## src/rtl/conv_pkg.sv

```systemverilog
`default_nettype none
// ============================================================================
// Module   : conv_pkg
// Brief    : Shared types and constants for the 5x5 convolution window path.
// Revision : 1.0 - initial release
// ============================================================================
package conv_pkg;

  localparam int KERNEL_K      = 5;
  localparam int IMG_W_DEFAULT = 28;
  localparam int IMG_H_DEFAULT = 28;

  typedef logic signed [7:0] pixel_t;
  typedef pixel_t [0:KERNEL_K*KERNEL_K-1] window_t;

endpackage : conv_pkg
`default_nettype wire

```

## src/rtl/line_delay.sv

```systemverilog
`default_nettype none
// ============================================================================
// Module   : line_delay
// Brief    : One image line of delay (DEPTH enabled shifts), circular-pointer RAM.
// Revision : 1.0 - initial release
// ============================================================================
module line_delay #(
  parameter int DEPTH  = 28,
  parameter int DATA_W = 8
) (
  input  logic                     clk,
  input  logic                     rst,
  input  logic                     i_en,
  input  logic signed [DATA_W-1:0] i_din,
  output logic signed [DATA_W-1:0] o_dout
);

  localparam int c_PTR_W = (DEPTH > 1) ? $clog2(DEPTH) : 1;

  logic signed [DATA_W-1:0] r_mem [0:DEPTH-1];
  logic [c_PTR_W-1:0]       r_ptr;

  always_ff @(posedge clk or posedge rst) begin
    if (rst) begin
      r_ptr <= '0;
    end else if (i_en) begin
      r_ptr <= (r_ptr == c_PTR_W'(DEPTH - 1)) ? '0 : r_ptr + 1'b1;
    end
  end

  // Storage is never cleared; the slot under the pointer is the oldest entry.
  always_ff @(posedge clk) begin
    if (i_en) begin
      r_mem[r_ptr] <= i_din;
    end
  end

  assign o_dout = r_mem[r_ptr];

endmodule : line_delay
`default_nettype wire

```

## src/rtl/conv_window_buffer5x5.sv

```systemverilog
`default_nettype none
// ============================================================================
// Module   : conv_window_buffer5x5
// Brief    : Raster-stream 5x5 window generator; optional CONV_WINDOW_SOF_CHECK_EN
//            adds a sticky frame_err output for sof/counter disagreement.
// Revision : 1.0 - initial release
// ============================================================================
module conv_window_buffer5x5
  import conv_pkg::*;
#(
  parameter int IMG_W  = IMG_W_DEFAULT,
  parameter int IMG_H  = IMG_H_DEFAULT,
  parameter int DATA_W = 8
) (
  input  logic                     clk,
  input  logic                     rst,
  input  logic signed [DATA_W-1:0] pixel_in,
  input  logic                     pixel_valid,
  input  logic                     sof,
  output logic signed [DATA_W-1:0] data_out_0,
  output logic signed [DATA_W-1:0] data_out_1,
  output logic signed [DATA_W-1:0] data_out_2,
  output logic signed [DATA_W-1:0] data_out_3,
  output logic signed [DATA_W-1:0] data_out_4,
  output logic signed [DATA_W-1:0] data_out_5,
  output logic signed [DATA_W-1:0] data_out_6,
  output logic signed [DATA_W-1:0] data_out_7,
  output logic signed [DATA_W-1:0] data_out_8,
  output logic signed [DATA_W-1:0] data_out_9,
  output logic signed [DATA_W-1:0] data_out_10,
  output logic signed [DATA_W-1:0] data_out_11,
  output logic signed [DATA_W-1:0] data_out_12,
  output logic signed [DATA_W-1:0] data_out_13,
  output logic signed [DATA_W-1:0] data_out_14,
  output logic signed [DATA_W-1:0] data_out_15,
  output logic signed [DATA_W-1:0] data_out_16,
  output logic signed [DATA_W-1:0] data_out_17,
  output logic signed [DATA_W-1:0] data_out_18,
  output logic signed [DATA_W-1:0] data_out_19,
  output logic signed [DATA_W-1:0] data_out_20,
  output logic signed [DATA_W-1:0] data_out_21,
  output logic signed [DATA_W-1:0] data_out_22,
  output logic signed [DATA_W-1:0] data_out_23,
  output logic signed [DATA_W-1:0] data_out_24,
`ifdef CONV_WINDOW_SOF_CHECK_EN
  output logic                     frame_err,
`endif
  output logic                     valid_out_buf
);

  localparam int c_K     = KERNEL_K;
  localparam int c_LINES = KERNEL_K - 1;
  localparam int c_TAPS  = KERNEL_K * KERNEL_K;
  localparam int c_COL_W = (IMG_W > 1) ? $clog2(IMG_W) : 1;
  localparam int c_ROW_W = (IMG_H > 1) ? $clog2(IMG_H) : 1;

  logic                     w_accept;
  logic [c_COL_W-1:0]       w_eff_col;
  logic [c_ROW_W-1:0]       w_eff_row;
  logic                     w_col_wrap;
  logic                     w_row_wrap;
  logic                     w_win_hit;
  logic signed [DATA_W-1:0] w_line_out [0:c_LINES-1];
  logic signed [DATA_W-1:0] w_col      [0:c_K-1];

  logic [c_COL_W-1:0]       r_col;
  logic [c_ROW_W-1:0]       r_row;
  logic                     r_valid;
  logic signed [DATA_W-1:0] r_hist [0:c_K-1][0:c_K-2];
  logic signed [DATA_W-1:0] r_win  [0:c_TAPS-1];

  assign w_accept = pixel_valid;

  // Incoming column, top (oldest line) to bottom (current pixel).
  always_comb begin
    w_col[c_K-1] = pixel_in;
    for (int k = 0; k < c_LINES; k++) begin
      w_col[c_K-2-k] = w_line_out[k];
    end
  end

  genvar gi;
  for (gi = 0; gi < c_LINES; gi++) begin : g_line
    line_delay #(
      .DEPTH  (IMG_W),
      .DATA_W (DATA_W)
    ) u_line (
      .clk    (clk),
      .rst    (rst),
      .i_en   (w_accept),
      .i_din  (w_col[c_K-1-gi]),
      .o_dout (w_line_out[gi])
    );
  end

  // sof re-labels the current pixel as (0,0) before any decision is made.
  always_comb begin
    w_eff_col  = sof ? '0 : r_col;
    w_eff_row  = sof ? '0 : r_row;
    w_col_wrap = (w_eff_col == c_COL_W'(IMG_W - 1));
    w_row_wrap = (w_eff_row == c_ROW_W'(IMG_H - 1));
    w_win_hit  = (w_eff_row >= c_ROW_W'(c_K - 1)) && (w_eff_col >= c_COL_W'(c_K - 1));
  end

  always_ff @(posedge clk or posedge rst) begin
    if (rst) begin
      r_col   <= '0;
      r_row   <= '0;
      r_valid <= 1'b0;
    end else if (w_accept) begin
      r_col   <= w_col_wrap ? '0 : w_eff_col + 1'b1;
      if (w_col_wrap) begin
        r_row <= w_row_wrap ? '0 : w_eff_row + 1'b1;
      end else begin
        r_row <= w_eff_row;
      end
      r_valid <= w_win_hit;
    end else begin
      r_valid <= 1'b0;
    end
  end

  // r_hist keeps the four previous columns; the output taps only load on a
  // valid window so they hold steady between pulses.
  always_ff @(posedge clk or posedge rst) begin
    if (rst) begin
      for (int i = 0; i < c_K; i++) begin
        for (int j = 0; j < c_K - 1; j++) begin
          r_hist[i][j] <= '0;
        end
      end
      for (int t = 0; t < c_TAPS; t++) begin
        r_win[t] <= '0;
      end
    end else if (w_accept) begin
      for (int i = 0; i < c_K; i++) begin
        for (int j = 0; j < c_K - 2; j++) begin
          r_hist[i][j] <= r_hist[i][j+1];
        end
        r_hist[i][c_K-2] <= w_col[i];
        if (w_win_hit) begin
          for (int j = 0; j < c_K - 1; j++) begin
            r_win[i*c_K+j] <= r_hist[i][j];
          end
          r_win[i*c_K+c_K-1] <= w_col[i];
        end
      end
    end
  end

`ifdef CONV_WINDOW_SOF_CHECK_EN
  logic r_frame_err;
  logic r_sof_seen;

  always_ff @(posedge clk or posedge rst) begin
    if (rst) begin
      r_frame_err <= 1'b0;
      r_sof_seen  <= 1'b0;
    end else if (w_accept) begin
      if (sof) begin
        r_sof_seen <= 1'b1;
        if ((r_col != '0) || (r_row != '0)) begin
          r_frame_err <= 1'b1;
        end
      end else if (r_sof_seen && (r_col == '0) && (r_row == '0)) begin
        r_frame_err <= 1'b1;
      end
    end
  end

  assign frame_err = r_frame_err;
`endif

  assign valid_out_buf = r_valid;

  assign data_out_0  = r_win[0];
  assign data_out_1  = r_win[1];
  assign data_out_2  = r_win[2];
  assign data_out_3  = r_win[3];
  assign data_out_4  = r_win[4];
  assign data_out_5  = r_win[5];
  assign data_out_6  = r_win[6];
  assign data_out_7  = r_win[7];
  assign data_out_8  = r_win[8];
  assign data_out_9  = r_win[9];
  assign data_out_10 = r_win[10];
  assign data_out_11 = r_win[11];
  assign data_out_12 = r_win[12];
  assign data_out_13 = r_win[13];
  assign data_out_14 = r_win[14];
  assign data_out_15 = r_win[15];
  assign data_out_16 = r_win[16];
  assign data_out_17 = r_win[17];
  assign data_out_18 = r_win[18];
  assign data_out_19 = r_win[19];
  assign data_out_20 = r_win[20];
  assign data_out_21 = r_win[21];
  assign data_out_22 = r_win[22];
  assign data_out_23 = r_win[23];
  assign data_out_24 = r_win[24];

endmodule : conv_window_buffer5x5
`default_nettype wire

```

## config.mk

```make
export PLATFORM = sky130hd
export DESIGN_NAME = conv_window_buffer5x5
export DESIGN_NICKNAME = d
export VERILOG_FILES = /design/src/rtl/conv_pkg.sv /design/src/rtl/line_delay.sv /design/src/rtl/conv_window_buffer5x5.sv
export SDC_FILE = /design/constraint.sdc
export NUM_CORES = 1
export LEC_CHECK = 0
export ABC_CLOCK_PERIOD_IN_PS = 19400
export BUFFER_PORTS_ARGS = -buffer_cell sky130_fd_sc_hd__buf_4
export CORE_UTILIZATION = 30
export CTS_CLUSTER_DIAMETER = 200
export DETAILED_ROUTE_END_ITERATION = 7
export PLACE_DENSITY = 0.56
export SLEW_MARGIN = 10
export SYNTH_ARGS = -nofsm -noshare
export SYNTH_HDL_FRONTEND = slang
export SYNTH_SLANG_ARGS = --single-unit
```

## constraint.sdc

```tcl
create_clock -name clk -period 19.4 [get_ports clk]
set_clock_uncertainty 0.05 [all_clocks]
set_input_delay 3.88 -clock clk [delete_from_list [all_inputs] [get_ports clk]]
set_output_delay 3.88 -clock clk [all_outputs]
set_load 0.02 [all_outputs]
```

Word-level counts from Yosys, hierarchy flattened. Memory sizes are Yosys's and may differ from the RTL's. Index checks and enable logic that the tools add are counted.

Memory bits (writable): 896. Word-level logic and storage cells: 84. Memories kept: 4. Register bits: 391. Output and inout port bits: 201. Bits of input ports: 12.

Memories: g_line[0].u_line.r_mem (depth 28, bits a word 8, read ports 1, clocked after memory_dff 0, wr ports 1, line line_delay.sv:20) `logic signed [DATA_W-1:0] r_mem [0:DEPTH-1];`; g_line[1].u_line.r_mem (depth 28, bits a word 8, read ports 1, clocked after memory_dff 0, wr ports 1, line line_delay.sv:20); g_line[2].u_line.r_mem (depth 28, bits a word 8, read ports 1, clocked after memory_dff 0, wr ports 1, line line_delay.sv:20); g_line[3].u_line.r_mem (depth 28, bits a word 8, read ports 1, clocked after memory_dff 0, wr ports 1, line line_delay.sv:20).

Mux-type cells: 12. Magnitude comparators: 2. Equal/unequal tests: 6. $add $sub $neg: 6. Reductions and logical operators: 2.

Operators with widths (count): $mux W5 (9); $add A5 B1 Y5 const B (6); $eq A5 B5 Y1 const B (6); $ge A5 B3 Y1 const B (2); $mux W1 (3); $reduce_and A2 Y1 (1); $logic_and A1 B1 Y1 (1).

Logic depth before layout (Yosys ltp). Gate-level depths: netlist of the first run.

Depth in word-level cells: 4. Mapped depth: 9. Depth with buffers taken out: 8.

Cells and area by module. A second synthesis of the first run with hierarchy kept.

Cell total of the unflattened synthesis: 2806. Area total of the unflattened synthesis: 50711.1 um^2.

Modules (own cells, without submodules): line_delay at g_line[1].u_line ... (times used 3, area each 9112.5 um^2, cells an instance 493, seq. area each 6851.6 um^2); conv_window_buffer5x5 (times used 1, area each 14214.9 um^2, cells an instance 831, seq. area each 9283.9 um^2); line_delay at g_line[0].u_line (times used 1, area each 9158.8 um^2, cells an instance 496, seq. area each 6851.6 um^2).

Least setup slack after synthesis of the first run. Ideal clock, no wire load.

Path kind: in2reg. Start point: input pixel_valid. End point: memory g_line[3].u_line.r_mem[24][0], enable pin. Stages on the path: 5. Library setup time: 0.383 ns. Data required time: 18.967 ns. Arrival: 5.469 ns. Slack: 13.497 ns. Cell sequence: clkbuf_1 -> clkbuf_1 -> buf_1 -> nand2_1 -> nor3_1.

Longest elaborated chain between the ends: 2.

RTL lines: from (decl) (line conv_window_buffer5x5.sv:18) `input logic pixel_valid,`; $mux W1 (line line_delay.sv:33) `if (i_en) begin`; $mux W1 (not written as such) (line line_delay.sv:34) `r_mem[r_ptr] <= i_din;`; to (decl) (line line_delay.sv:20).

No other way between the ends.

Final worst setup path of the first run.
Start point: input pixel_valid. End point: memory g_line[0].u_line.r_mem[27][5], enable pin.

Longest elaborated chain between the ends: 2.

RTL lines (line): $mux W1 (line_delay.sv:33); $mux W1 (not written as such) (line_delay.sv:34); to (decl) (line_delay.sv:20).

No other way between the ends.

==> results of run 1 <==
==> worst max-delay path, delay by kind of cell <==
family / cells / cell delay [ns]
buf+inv: 3 / 1.59
simple gates: 2 / 1.30
==> through the flow <==
stage,hold WS (ns),worst slack [ns],instances
6_report,0.386,12.84,5695
5_1_grt,0.412,12.65,5695
4_1_cts,0.386,12.82,5695
3_5_place_dp,0.403,11.99,5442
3_3_place_gp,0.397,12.06,5442
2_1_floorplan,0.385,4.60,3164
==> cell usage in the layout, fill, tap and decap left out, drive strengths merged, types with 5 or more instances in the layout <==
cell type and instances:
nand4 26, clkinv 46, a21o 7, or3 5, a22oi 53, bufinv 8, nand3 47, nand3b 14
o21ai 34, nand2 586, mux2 176, nand2b 8, a211oi 17, dfrtp 391, buf 257, nor3 15
clkbuf 193, o22ai 71, and4 6, and2 5, ha 19, a31oi 10, edfxtp 896, nor2 145
or3b 8, a21oi 24, nor2b 11, mux2i 257, mux4 96, inv 29
==> synthesized netlist by cell type (23+ instances only) <==
cell type  instances  area, sq um
edfxtp_1         896        26900
dfrtp_1          391         9780
buf_2             53          265
clkbuf_1          71          267
buf_4             23          173
mux4_2            89         2000
o21ai_0           33          165
mux2i_1          257         2570
nand4_1           26          163
o22ai_1           71          444
a21oi_1           24          120
nand3_1           47          235
nand2_1          586         2200
a22oi_1           53          398
mux2_2           176         1980
nor2_1           145          544
==> final timing paths <==
| kind | from | end | slack [ns] | depth (start not counted) |
|---|---|---|---|---|
| min in group asynchronous | rst | data_out_1[5] | 3.19 | 2 |
| setup reg to reg | g_line[1].u_line.r_ptr[1] | g_line[2].u_line.r_mem[20][3] | 15.26 | 6 |
| setup / recovery | pixel_valid | g_line[0].u_line.r_mem[27][5] | 12.84 | 5 |
| max in group asynchronous | rst | r_hist[2] | 13.86 | 4 |
| hold reg to reg | r_hist[120] | data_out_5[0] | 0.39 | 2 |
| hold / removal | r_hist[120] | data_out_5[0] | 0.39 | 2 |
==> area by class of cell <==
| type | instances | area, sq um |
|---|---|---|
| multi-input combinational | 1686 | 12400 |
| timing repair buffer | 257 | 1950 |
| sequential | 1287 | 36700 |
| clock inverter | 60 | 793 |
| inverter | 23 | 101 |
| tap | 2189 | 2740 |
| clock buffer | 193 | 3780 |
| fill | 15754 | 107000 |
==> routing by layer <==
metal  vias up  GRT usage, %  part of all wire (%)
li1      12237             -                     -
met1     13958          19.6                    47
met2       655          20.8                    45
met3       153          3.43                   6.1
met4         2          3.39                   1.6
met5         -             0                 0.011
==> logic make-up (layout without fill, tap and decap cells) <==
family                   Yosys count  after routing
XOR/XNOR                           7              7
buffers and inverters            191            533
AO/OA/AOI/OAI                    231            231
adder cells (fa/ha/maj)           19             19
AND/OR/NAND/NOR                  900            900
flip-flops                      1287           1287
multiplexers                     529            529
==> power groups by stage <==
stage | sequential (mW) | clock (mW) | combinational (mW)
finish | 4.43 | 2.62 | 2.94
floorplan | 4.47 | 0 | 1.60
CTS | 4.44 | 2.68 | 2.97
global route | 4.50 | 2.78 | 3.15
detailed placement | 4.48 | 0 | 2.96
global placement | 4.48 | 0 | 2.92
==> flow_metrics.py, run 1 <==
metrics = {
    "pwr": {
        "switchingPower_mw": 3.49,
        "leakage_nw": 21.7,
        "internal_power_mw": 6.49,
        "ir_drop_uv": 103,
        "p_sw_share_pct": 35.0,
        "p_per_area_nw_per_um2": 171,
        "fin_total_pwr_mw": 9.98,
        "seqPwrFrac_pct": 44.4,
        "power_frac_comb_pct": 29.4,
        "power.share.clock_pct": 26.2,
    },
    "cts": {
        "cts-root-buf": "clkbuf_16",
        "tritoncts": "built",
        "clkTransAtPathRegs_ns": 0.06,
        "clockBufferDepth": 3,
        "hold_buffers": 0,
        "cts_setup_buffers": 0,
        "cts_max_level": 4,
        "clkSinkCount": 1287,
        "numCtsBuffers": 137,
        "cts_resized": 0,
        "clk_latency_ns": 0.79,
    },
    "setup_path": {
        "cp_cell_sequence": "buf_8 -> buf_4 -> buf_4 -> nand2_1 -> nor2_1",
        "worst-path-max-fanout": 61,
        "worst_ep_required_time_ns": 19.73,
        "cp-start-kind": "input port",
        "crit_path_end_kind": "register",
        "crit_slowest_cell": "nor2_1",
        "cpMostUsedCell": "buf_4",
        "worstPathArrival_ns": 6.89,
        "max_stage_delay_ns": 0.83,
        "crit_type": "in -> reg",
    },
    "floorplanning": {
        "pin_count": 213,
        "die_y_um": 410,
        "start_util_pct": 30.3,
        "design.die.area_sq_um": 168000,
        "row_count": 149,
        "die_w_um": 410,
        "core_sq_um": 165000,
    },
    "finish": {
        "drive_above_1_share_pct": 21.1,
        "reg.largest.list": "g_line.u_line.r_mem: 896 flops, r_hist: 160 flops, g_line.u_line.r_ptr: 20 flops",
        "n_antenna_cell": 0,
        "design_area_sq_um": 58500,
        "largest_register_ffs": 896,
        "nNetsFinal": 3423,
        "top_register": "g_line.u_line.r_mem",
        "area_delta_synth_final_pct": 16.9,
        "final_util_pct": 35.4,
    },
    "sta": {
        "rsz0062_at_grt": "no",
        "setup_viol": 0,
        "fin_tns_setup_ns": 0,
        "relSlewSlack_pct": 28.4,
        "worst_slew_pin_slew_ns": 1.07,
        "finalHoldViolations": 0,
        "fin_crit_sh_pct": 33.8,
        "fmax_ghz": 0.152,
        "period_minus_slack_ns": 6.56,
        "finalMaxSlewViolations": 0,
    },
    "synthesis": {
        "async_flop_share_pct": 30.4,
        "synth_xor_area_share_pct": 0.123,
        "synth.area.mux_share_pct": 13.5,
        "ys_seq_area_share_pct": 73.3,
        "synthAdderAreaFrac_pct": 0.475,
        "syn_area_sq_um": 50000,
        "synth_nets": 3195,
        "ys_seq_elements": 1287,
        "yosys_warnings": 0,
        "synth_top_family_by_area": "multiplexers",
        "synth-main-ff-cell": "edfxtp_1",
        "synth-simple-area-share_pct": 7.67,
        "synth_cell_types": 61,
        "synth-edff-count": 896,
        "synth_compound_area_share_pct": 3.01,
        "syn_inst": 3164,
        "avgSynthCellArea_sq_um": 15.8,
    },
    "grt": {
        "grt_pass1_wl_um": 176000,
        "overflow": 0,
        "first_global_vias": 27103,
        "antenna_found_initial": 1,
        "grt_max_degree": 163,
        "grtUsageTotal_pct": 13.7,
    },
    "placement": {
        "dpl-instance-area_sq_um": 53900,
        "place.gp.congestion": 0.800,
        "hpwlAfterDp_um": 72700,
        "port_buffers": 212,
    },
    "outcome": {
        "status": "finished, violations left",
        "violations": "design-rule violations",
    },
    "detailed_routing": {
        "wl_per_cell_um": 20.5,
        "vias": 27005,
        "wl_um": 117000,
        "drt_first_iter_violations": 2149,
        "dr.pass1.iters": 8,
        "drc_errors": 7,
        "drtAntennaViolNets": 0,
        "viasPerCell": 4.74,
    },
    "job": {
        "maxCapViolations": 0,
    },
    "hold_path": {
        "min_path_type": "reg -> reg",
    },
}
Note: power is estimated with default switching activity, not from simulation.
==> run 2: changes to the inputs <==
--- a/config.mk
+++ b/config.mk
@@ -5,7 +5,7 @@
 export SDC_FILE = /design/constraint.sdc
 export NUM_CORES = 1
 export LEC_CHECK = 0
-export ABC_CLOCK_PERIOD_IN_PS = 19400
+export ABC_CLOCK_PERIOD_IN_PS = 6600
 export BUFFER_PORTS_ARGS = -buffer_cell sky130_fd_sc_hd__buf_4
 export CORE_UTILIZATION = 30
 export CTS_CLUSTER_DIAMETER = 200
==> constraint.sdc (replaced) <==
create_clock -name clk -period 6.6 [get_ports clk]
set_clock_uncertainty 0.05 [all_clocks]
set_input_delay 1.32 -clock clk [delete_from_list [all_inputs] [get_ports clk]]
set_output_delay 1.32 -clock clk [all_outputs]
set_load 0.02 [all_outputs]
==> flow_metrics.py, run 2 (same netlist as run 1, synthesis figures left out) <==
metrics = {
    "outcome": {
        "status": "finished, violations left",
        "violations": "design-rule violations",
    },
    "sta": {
        "finalMaxSlewViolations": 0,
        "setup_viol": 0,
        "relSlewSlack_pct": 26.8,
        "fmax_ghz": 0.254,
        "rsz0062_at_grt": "no",
        "whs_ns": 0.384,
        "fin_crit_sh_pct": 59.5,
        "finalHoldViolations": 0,
        "period_minus_slack_ns": 3.93,
        "worst_slew_pin_slew_ns": 1.10,
        "fin_tns_setup_ns": 0,
    },
    "floorplanning": {
        "row_count": 149,
        "start_util_pct": 30.3,
        "core_sq_um": 165000,
        "die_y_um": 410,
        "pin_count": 213,
        "die_w_um": 410,
        "design.die.area_sq_um": 168000,
    },
    "grt": {
        "overflow": 0,
        "grt_pass1_wl_um": 178000,
        "first_global_vias": 27480,
        "grt_max_degree": 164,
        "grtUsageTotal_pct": 13.9,
        "antenna_found_initial": 7,
    },
    "finish": {
        "top_register": "g_line.u_line.r_mem",
        "n_antenna_cell": 0,
        "reg.largest.list": "g_line.u_line.r_mem: 896 flops, r_hist: 160 flops, g_line.u_line.r_ptr: 20 flops",
        "regArea_sq_um": 36700,
        "drive_above_1_share_pct": 21.1,
        "design_area_sq_um": 58400,
        "final_common_cell": "edfxtp_1",
        "final_cell_mix": "edfxtp_1, nand2_1, dfrtp_1",
        "nNetsFinal": 3425,
        "fillers": 15818,
        "area_delta_synth_final_pct": 16.7,
        "multi_input_comb_area_sq_um": 12400,
        "largest_register_ffs": 896,
        "instances_no_fill": 5700,
    },
    "setup_path": {
        "crit_path_end_kind": "register",
        "crit_type": "reg -> reg",
        "worst_ep_required_time_ns": 7.19,
        "cp-start-kind": "register",
        "worstPathArrival_ns": 4.52,
        "worst-path-max-fanout": 47,
    },
    "detailed_routing": {
        "vias": 27040,
        "drtAntennaViolNets": 0,
        "wl_per_cell_um": 20.6,
        "wl_um": 117000,
        "viasPerCell": 4.74,
        "drt_first_iter_violations": 1990,
        "drc_errors": 6,
        "dr.pass1.iters": 7,
    },
    "pwr": {
        "leakage_nw": 21.7,
        "ir_drop_uv": 310,
        "p_per_area_nw_per_um2": 500,
    },
    "cts": {
        "tritoncts": "built",
        "numCtsBuffers": 138,
        "clockBufferDepth": 3,
        "cts_resized": 0,
        "hold_buffers": 0,
        "clkTransAtPathRegs_ns": 0.06,
        "cts_setup_buffers": 0,
        "clk_latency_ns": 0.77,
        "cts_max_level": 4,
        "cts-root-buf": "clkbuf_16",
        "clkSinkCount": 1287,
    },
    "placement": {
        "dp_cells": 5443,
        "hpwlAfterDp_um": 72400,
        "place.gp.congestion": 0.782,
        "dpl-instance-area_sq_um": 53900,
        "port_buffers": 212,
    },
    "hold_path": {
        "min_path_type": "reg -> reg",
    },
    "job": {
        "maxCapViolations": 0,
    },
}
[run 2: cell type report]
cell class              count  share of cell area (%)
clock inverters            48                   0.887
repair buffers            258                    3.41
flip-flops and latches   1287                    62.8
multi-input cells        1686                    21.2
well taps                2189                    4.69
inverters                  23                   0.167
clock buffers             209                    6.76
[run 2: layer usage]
| metal | wire [um] | vias to the layer above | global-route usage (%) |
|---|---|---|---|
| met5 | 41 | - | 0 |
| met4 | 2880 | 6 | 4.17 |
| met3 | 8870 | 188 | 4.06 |
| met2 | 52500 | 727 | 20.7 |
| met1 | 53200 | 13848 | 19.5 |
| li1 | - | 12271 | - |
[run 2: worst max-delay path: stages, from the launching register on]
cell,delay [ns]
dfrtp_4,0.94
buf_4,0.74
mux2i_1,0.29
o22ai_1,0.14
a211oi_1,0.62
nand3_1,0.33
buf_4,0.34
mux2_2,0.31
[run 2: path summary, 6_finish.rpt]
kind / start / to / depth (start not counted) / slack, ns
min in group asynchronous: rst / r_hist[31] / 2 / 0.54
worst min-delay path: r_hist[57] / data_out_15[1] / 2 / 0.38
worst max register to register: g_line[2].u_line.r_ptr[1] / r_hist[103] / 7 / 2.67
worst max-delay path: g_line[2].u_line.r_ptr[1] / r_hist[103] / 7 / 2.67
max in group asynchronous: rst / g_line[3].u_line.r_ptr[0] / 3 / 4.58
worst min register to register: r_hist[57] / data_out_15[1] / 2 / 0.38
[run 2: power by group]
part           internal [mW]  total (mW)  switching (mW)
sequential              11.6        13.1            1.45
clock                   4.29        7.57            3.28
combinational           3.04        8.57            5.53
total                   19.0        29.2            10.3
[run 2: through the flow]
stage,utilization (%),power (mW),setup slack [ns]
2_1_floorplan,-,17.9,-0.0299
3_3_place_gp,32.7,21.8,2.57
3_5_place_dp,32.7,21.9,2.47
4_1_cts,35.4,29.6,2.72
5_1_grt,35.4,30.6,2.51
6_report,35.4,29.2,2.67
